[src/rtl/prestore_capture_pkg.sv]
// Shared types and constants for the prestore capture stage.
// Nibble layout and FSM state encoding live here so the packer and top agree.
package prestore_capture_pkg;

    typedef enum logic [1:0] {
        IDLE,
        WAIT_EPOCH,
        FILL,
        DONE
    } cap_state_t;

    localparam int NIBBLE_W  = 4;
    localparam int I_SIG_BIT = 0;
    localparam int I_MAG_BIT = 1;
    localparam int Q_SIG_BIT = 2;
    localparam int Q_MAG_BIT = 3;

    function automatic logic [NIBBLE_W-1:0] make_nibble(
        input logic i_sig,
        input logic i_mag,
        input logic q_sig,
        input logic q_mag
    );
        logic [NIBBLE_W-1:0] n;
        n            = '0;
        n[I_SIG_BIT] = i_sig;
        n[I_MAG_BIT] = i_mag;
        n[Q_SIG_BIT] = q_sig;
        n[Q_MAG_BIT] = q_mag;
        return n;
    endfunction

endpackage

[src/rtl/prestore_word_packer.sv]
// Collects WORD_W/4 nibbles into one word, first nibble at the LSB.
// out_valid/word are combinational: they flag the nibble that completes a word.
module prestore_word_packer
    import prestore_capture_pkg::*;
#(
    parameter int WORD_W = 32
) (
    input  logic                clk,
    input  logic                reset,
    input  logic                clear,
    input  logic                in_valid,
    input  logic [NIBBLE_W-1:0] nibble,
    output logic                out_valid,
    output logic [WORD_W-1:0]   word
);

    localparam int SPW   = WORD_W / NIBBLE_W;
    localparam int CNT_W = (SPW > 1) ? $clog2(SPW) : 1;
    localparam logic [CNT_W-1:0] LAST = CNT_W'(SPW - 1);

    // Holds the SPW-1 earlier samples; the newest nibble enters at the top.
    logic [WORD_W-NIBBLE_W-1:0] shreg;
    logic [CNT_W-1:0]           cnt;

    assign out_valid = in_valid && (cnt == LAST);
    assign word      = {nibble, shreg};

    // NOTE: the shift register is cleared on reset only for deterministic
    // simulation; a partial word is never exposed, so this is not functional.
    always_ff @(posedge clk or posedge reset) begin
        if (reset) begin
            shreg <= '0;
            cnt   <= '0;
        end else if (clear) begin
            shreg <= '0;
            cnt   <= '0;
        end else if (in_valid) begin
            shreg <= word[WORD_W-1:NIBBLE_W];
            cnt   <= out_valid ? '0 : cnt + CNT_W'(1);
        end
    end

endmodule

[src/rtl/prestore_capture.sv]
// Captures prestore strobes as nibbles, packs them into words and writes one
// record of n_words words to the sample RAM, optionally aligned to ms_epoch.
module prestore_capture
    import prestore_capture_pkg::*;
#(
    parameter int WORD_W     = 32,
    parameter int DEPTH_LOG2 = 10
) (
    input  logic                  clk,
    input  logic                  reset,
    input  logic                  ms_epoch,
    input  logic                  valid,
    input  logic                  I_sum_sig,
    input  logic                  I_sum_mag,
    input  logic                  Q_sum_sig,
    input  logic                  Q_sum_mag,
    input  logic                  arm,
    input  logic                  abort,
    input  logic                  sync_mode,
    input  logic [DEPTH_LOG2:0]   n_words,
    output logic                  mem_we,
    output logic [DEPTH_LOG2-1:0] mem_addr,
    output logic [WORD_W-1:0]     mem_wdata,
    output logic                  busy,
    output logic                  done,
    output logic [DEPTH_LOG2:0]   word_cnt,
    output logic [15:0]           epoch_cnt
);

    localparam logic [DEPTH_LOG2:0] MAX_WORDS = {1'b1, {DEPTH_LOG2{1'b0}}};
    localparam logic [DEPTH_LOG2:0] CNT_ONE   = {{DEPTH_LOG2{1'b0}}, 1'b1};

    cap_state_t            state;
    logic [DEPTH_LOG2:0]   rec_len;
    logic [DEPTH_LOG2:0]   word_cnt_inc;
    logic [NIBBLE_W-1:0]   nibble;
    logic                  pack_clear;
    logic                  pack_in_valid;
    logic                  word_ready;
    logic [WORD_W-1:0]     packed_word;

    assign nibble        = make_nibble(I_sum_sig, I_sum_mag, Q_sum_sig, Q_sum_mag);
    // A sample arriving together with arm/abort belongs to no record.
    assign pack_clear    = arm || abort;
    assign pack_in_valid = (state == FILL) && valid && !arm && !abort;
    assign word_cnt_inc  = word_cnt + CNT_ONE;

    prestore_word_packer #(
        .WORD_W (WORD_W)
    ) u_packer (
        .clk       (clk),
        .reset     (reset),
        .clear     (pack_clear),
        .in_valid  (pack_in_valid),
        .nibble    (nibble),
        .out_valid (word_ready),
        .word      (packed_word)
    );

    // NOTE: abort is tested before arm so that a simultaneous pair cancels.
    always_ff @(posedge clk or posedge reset) begin
        if (reset) begin
            state     <= IDLE;
            rec_len   <= '0;
            mem_we    <= 1'b0;
            mem_addr  <= '0;
            mem_wdata <= '0;
            busy      <= 1'b0;
            done      <= 1'b0;
            word_cnt  <= '0;
            epoch_cnt <= '0;
        end else begin
            mem_we <= 1'b0;
            if (abort) begin
                state <= IDLE;
                busy  <= 1'b0;
                done  <= 1'b0;
            end else if (arm) begin
                rec_len   <= (n_words == '0 || n_words > MAX_WORDS) ? MAX_WORDS : n_words;
                state     <= sync_mode ? WAIT_EPOCH : FILL;
                busy      <= 1'b1;
                done      <= 1'b0;
                word_cnt  <= '0;
                epoch_cnt <= '0;
                mem_addr  <= '0;
            end else begin
                case (state)
                    WAIT_EPOCH: begin
                        if (ms_epoch) state <= FILL;
                    end
                    FILL: begin
                        if (ms_epoch && epoch_cnt != 16'hFFFF) epoch_cnt <= epoch_cnt + 16'd1;
                        if (word_ready) begin
                            mem_we    <= 1'b1;
                            mem_addr  <= word_cnt[DEPTH_LOG2-1:0];
                            mem_wdata <= packed_word;
                            word_cnt  <= word_cnt_inc;
                            if (word_cnt_inc == rec_len) begin
                                state <= DONE;
                                busy  <= 1'b0;
                                done  <= 1'b1;
                            end
                        end
                    end
                    default: ;
                endcase
            end
        end
    end

endmodule

[config.mk]
export PLATFORM = sky130hd
export DESIGN_NAME = prestore_capture
export DESIGN_NICKNAME = d
export VERILOG_FILES = /design/src/rtl/prestore_capture_pkg.sv /design/src/rtl/prestore_word_packer.sv /design/src/rtl/prestore_capture.sv
export SDC_FILE = /design/constraint.sdc
export NUM_CORES = 1
export LEC_CHECK = 0
export BUFFER_PORTS_ARGS = -buffer_cell sky130_fd_sc_hd__buf_2
export CAP_MARGIN = 30
export CORE_MARGIN = 2
export CORE_UTILIZATION = 50
export DETAILED_ROUTE_END_ITERATION = 8
export GPL_TIMING_DRIVEN = 0
export PLACE_DENSITY = 0.85
export SYNTH_ARGS = -nofsm -noshare
export SYNTH_HDL_FRONTEND = slang
export SYNTH_SLANG_ARGS = --single-unit
[constraint.sdc]
create_clock -name clk -period 3.9 [get_ports clk]
set_clock_uncertainty 0.2 [all_clocks]
set_input_delay 0.78 -clock clk [delete_from_list [all_inputs] [get_ports clk]]
set_output_delay 0.78 -clock clk [all_outputs]
set_load 0.005 [all_outputs]
# Word-level counts from Yosys, hierarchy flattened
# Index checks and enable logic that the tools add are counted.
# totals
reg_bits	116
out_inout_bits	72
# op_classes
n_addsub	3
n_lt_le_gt_ge	1
n_eq_ne	8
mux	36
bitwise	2
reduce_logical	24
# op_table
cell	count
$mux 28	2
$mux 16	3
$mux 11	4
$mux 10	3
$add 16x1->16 const B	1
$ne 16x16->1 const B	1
$mux 1	14
$mux 2	6
$add 11x1->11 const B	1
$eq 11x11->1	1
$gt 11x11->1 const B	1
$logic_not 11->1	1
$mux 3	3
$reduce_and 3->1	3
$reduce_bool 3->1	3
$ne 4x3->1 const B	2
$reduce_and 4->1	2
$reduce_bool 2->1	4
$logic_and 1x1->1	5
$ne 4x4->1 const B	1
$pmux 2 s2	1
$reduce_bool 4->1	1
$add 3x1->3 const B	1
$eq 3x3->1 const B	1
6 further kinds	9

# Logic depth before layout (Yosys ltp)
# logic_depth
ltp_word	9
mapped_depth	10
depth_no_buf	8

# Hierarchy
# From an unflattened synthesis, not the netlist that was laid out.
# hier_totals
cells_unflattened	543
hier_area_um2	5360.1
# by_module_without_submodules
mod	n_inst	cells_per_inst	area_per_inst_um2
prestore_capture	1	433	4041.4
prestore_word_packer	1	110	1318.8

# Worst setup path before layout
# Ideal clock, no wire load.
# synth_timing
kind	input port to flip-flop
startpoint	in abort
endpoint	reg busy
setup_ns	0.143
arrival_ns	2.174
required_ns	3.557
slack_ns	1.383
path_stages	7
path_cell_list	nor4bb_1 -> clkbuf_1 -> nand2_1 -> a2111oi_0 -> nand4_1 -> nor4_2 -> o21ai_0
# synth_via
elab_chain_cells	5
elab_cells_between_ends	8
cone_classes	mux: 1; reduce/logical: 7
# synth_lines
element	line_no	source
from (decl)	prestore_capture.sv:18	input logic abort,
$logic_not 1->1	prestore_capture.sv:45	assign pack_in_valid = (state == FILL) && valid && !arm && !abort;
$logic_and 1x1->1	prestore_capture.sv:45	
$logic_and 1x1->1	prestore_word_packer.sv:25	assign out_valid = in_valid && (cnt == LAST);
$reduce_bool 3->1 (no line)	n/a	
$reduce_and 3->1 (no line)	n/a	
to (signal assigned)	prestore_capture.sv:68	busy <= 1'b0;
to (signal assigned)	prestore_capture.sv:76	busy <= 1'b0;
to (signal assigned)	prestore_capture.sv:81	busy <= 1'b1;
to (decl)	prestore_capture.sv:24	output logic busy,
# Several ways; a longest one is shown, not always the timed one.
# A chain may end at the register's enable or synchronous reset.

# Worst setup path in the final report
# layout_timing
startpoint	reg state[0]
endpoint	reg busy
# layout_via
elab_chain_cells	7
elab_cells_between_ends	8
cone_classes	eq/ne: 1; reduce/logical: 7
# layout_lines
element	line_no	source
from (decl)	prestore_capture.sv:33	cap_state_t state;
from (signal assigned)	prestore_capture.sv:80	state <= sync_mode ? WAIT_EPOCH : FILL;
$eq 2x2->1 *	prestore_capture.sv:45, prestore_capture.sv:87	
$logic_and 1x1->1 (3 in a row)	prestore_capture.sv:45	
$logic_and 1x1->1	prestore_word_packer.sv:25	
$reduce_bool 3->1 (no line)	n/a	
$reduce_and 3->1 (no line) *	n/a	
# Every way passes the cells marked *; elsewhere a longest branch is shown, timed or not.

==> Implementation_results.wiki <==
{| class="wikitable"
! Metric !! Value
|-
| Average vias per placed instance || 5.35
|-
| Number of nets still failing antenna checks after routing || 0
|-
| Ranking of synthesized cells by instance count || 163 x nand2_1, 116 x dfrtp_1, 32 x a22o_1
|-
| Wire length of the first global-routing pass || 19,900 um
|-
| Floorplan core area || 0.00986 mm2
|-
| Final count of pins violating max slew || 0
|-
| DP HPWL || 8420 um
|-
| Instance count after placement with tap cells included || 754
|-
| Synthesized area divided by synthesized cell count || 9.71 um2
|-
| Drt drc || 0
|-
| Final std cells w/o fill || 786
|-
| Clock-pin slew on the worst setup and hold paths || 0.06 ns
|-
| Final Hold Violating Endpoints || 0
|-
| Number of antenna violations at the first check in global routing || 0
|-
| Post-synth EDFFs || 0
|-
| CTS sink cnt || 116
|-
| Share of synthesized flip-flops with an asynchronous set or reset || 1.00
|-
| Pin count of the biggest net entering global routing || 43
|-
| Average wire length per cell after detail routing || 15.0 um
|-
| Leading cell types by total area after synthesis || dfrtp_1 57%, nand2_1 12%, a22o_1 5.5%, xor2_1 2.7%, nand3_1 2.6%
|-
| Setup violation total in the final timing report || 0
|-
| Final core utilization || 0.647
|-
| Total I/O pin count || 94
|-
| Overall via count from detail_route || 4,206
|-
| Gpl congestion || 0.871
|-
| Layout overhead on the synthesized area || 25.0%
|-
| Required arrival time at the worst endpoint || 4.07 ns
|-
| Synth Register Bits || 116
|-
| Worst reg2reg path endpoint || busy$_DFFE_PP0P_
|-
| Total wire length after detailed routing || 11,800 um
|-
| Via count of the first global-routing pass || 4,081
|-
| Worst hold slack || 0.235 ns
|-
| Ys flop type || dfrtp_1
|-
| Power density over cell area || 458 mW/mm2
|-
| Clk Latency, worst-skew pair || 0.52 ns
|-
| Netlist area before placement || 0.00511 mm2
|-
| Instance count of the mapped netlist || 526
|-
| Area of the multi-input gates || 0.00205 mm2
|-
| Number of buffers added by the clock tree synthesis step || 17
|-
| Syn_nets || 554
|-
| Detailed router's first-iteration violation count || 245
|-
| Max_cap viols || 0
|-
| Buffers inserted by post-CTS timing repair || 0
|-
| Reg-to-reg slack, setup || 0.84 ns
|-
| Layout Nets || 668
|-
| Actual slew at the worst max-slew pin || 0.915 ns
|-
| Kind of launch point of the worst setup path || flip-flop
|-
| Fraction of final layout cells sized beyond drive strength 1 || 0.210
|-
| Die H || 105 um
|-
| Port Buffer Count || 93
|-
| Post-layout min period || 3.06 ns
|-
| Number of cell instances on the worst register-to-register path || 9
|-
| Cts repair resizes || 0
|-
| Arrival time at the worst endpoint || 3.23 ns
|-
| Die footprint || 0.0110 mm2
|-
| Clock tree from TritonCTS || done
|-
| Unrepaired setup endpoints after global routing || false
|-
| Clock root buffer || clkbuf_8
|-
| Initial DRT Pass Iterations || 4
|-
| Maximum level of the CTS H-tree || 4
|-
| Hold-fix buffers, CTS || 0
|-
| Endpoint class of the critical path || flip-flop
|-
| Achievable frequency || 327 MHz
|-
| Maximum fanout along the worst path || 6
|-
| Worst setup path class || flip-flop to flip-flop
|-
| Worst R2R Start || state[0]$_DFFE_PP0P_
|-
| Post-route cell area || 0.00638 mm2
|-
| Congestion Overflow GR || 0
|-
| Most common cell in the netlist || nand2_1
|-
| Fill cell count || 795
|-
| Number of distinct library cells after synthesis || 48
|-
| CTS max path bufs || 2
|-
| Fraction of synthesized cell area taken by the top area cell type || 0.568
|-
| Sum of negative setup slack || 0 ns
|-
| Register cell area after layout || 0.00290 mm2
|-
| Horizontal die dimension || 105 um
|-
| Status || finished clean
|-
| Period Utilization, post-route || 0.784
|-
| Cell taking the most area after synthesis || dfrtp_1
|-
| Slew HR || 0.389
|-
| Overall routing resource usage || 0.229
|-
| Count of yosys warnings during synthesis || 0
|-
| Worst hold path class || input pin to asynchronous set/reset pin
|-
| Sequential fraction of the synthesis area || 0.568
|-
| Leakage power || 0.00342 uW
|-
| Peak supply drop || 351 uV
|-
| Initial Utilization || 0.518
|-
| Number of antenna diodes || 0
|-
| Total number of placement rows || 36
|-
| Total cell area at the placement stage || 0.00578 mm2
|}
## cell type report
cell class                 instances  area share
multi-input combinational        370       0.320
tap                              133      0.0261
timing repair buffer              95      0.0792
buffer                            29      0.0182
clock buffer                      18      0.0670
clock inverter                    14      0.0274
sequential                       116       0.455
inverter                          11     0.00705
## power by group
| part | switching, uW | internal (uW) |
|---|---|---|
| sequential | 17.8 | 1220 |
| clock | 567 | 995 |
| combinational | 81.2 | 45.1 |
| total | 666 | 2260 |
## kinds of logic (layout without fill, tap and decap cells)
kind of cell | Yosys count | in the layout | share of synthesized area
flops | 116 | 116 | 0.568
fa+ha+maj | 6 | 6 | 0.0147
mux | 1 | 1 | 0.00196
buf+inv | 40 | 167 | 0.0309
compound gates | 86 | 86 | 0.122
xor+xnor | 24 | 24 | 0.0412
simple gates | 253 | 253 | 0.221
## stage by stage
step	setup WS (ns)	total power [uW]
after CTS	0.867	2940
after global placement	0.687	1380
after detailed placement	0.653	1390
after floorplan	1.38	1340
after global routing	0.604	3020
final	0.843	2930
## sequential cells by signal, summed over array words and instances, names as in the netlist, 2 cells and up
name and cells:
mem_wdata 32, u_packer.shreg 28, epoch_cnt 16, rec_len 11
word_cnt 11, mem_addr 10, u_packer.cnt 3, state 2
## per-layer routing
metal | wire [um] | GRT usage | vias to the layer above
li1 | - | - | 2023
met1 | 5360 | 0.308 | 2025
met2 | 5560 | 0.353 | 138
met3 | 648 | 0.0605 | 20
met4 | 250 | 0.0990 | 0
met5 | 0 | 0 | -
## placed cells by master (no fill, tap or decap), drive strengths merged, types with 13 or more instances in the layout
master    n
nand2   163
nand3    28
xor2     16
dfrtp   116
clkbuf   42
o21ai    26
a22o     32
buf     100
inv      13
nor2     25
## worst max-delay path by stage
stage                         startpoint                        to  slack, ns  depth (start not counted)
floorplan                          abort          busy$_DFFE_PP0P_       1.38                          7
global placement                   abort          busy$_DFFE_PP0P_       0.69                          8
detailed placement                 abort          busy$_DFFE_PP0P_       0.65                          8
CTS                 state[0]$_DFFE_PP0P_          busy$_DFFE_PP0P_       0.87                          9
global route        state[0]$_DFFE_PP0P_  mem_wdata[0]$_DFFE_PP0P_       0.60                         10
finish              state[0]$_DFFE_PP0P_          busy$_DFFE_PP0P_       0.84                          9
## worst max-delay path: stages (launching register included)
cell and delay (ns):
dfrtp_1 0.41, inv_1 0.07, ha_1 0.23, nor4bb_1 0.30, clkbuf_1 0.26, nand2_1 0.22
a2111oi_0 0.48, nand4_1 0.16, nor4_2 0.40, o21ai_0 0.17
Power figures use the tool's default switching activity.
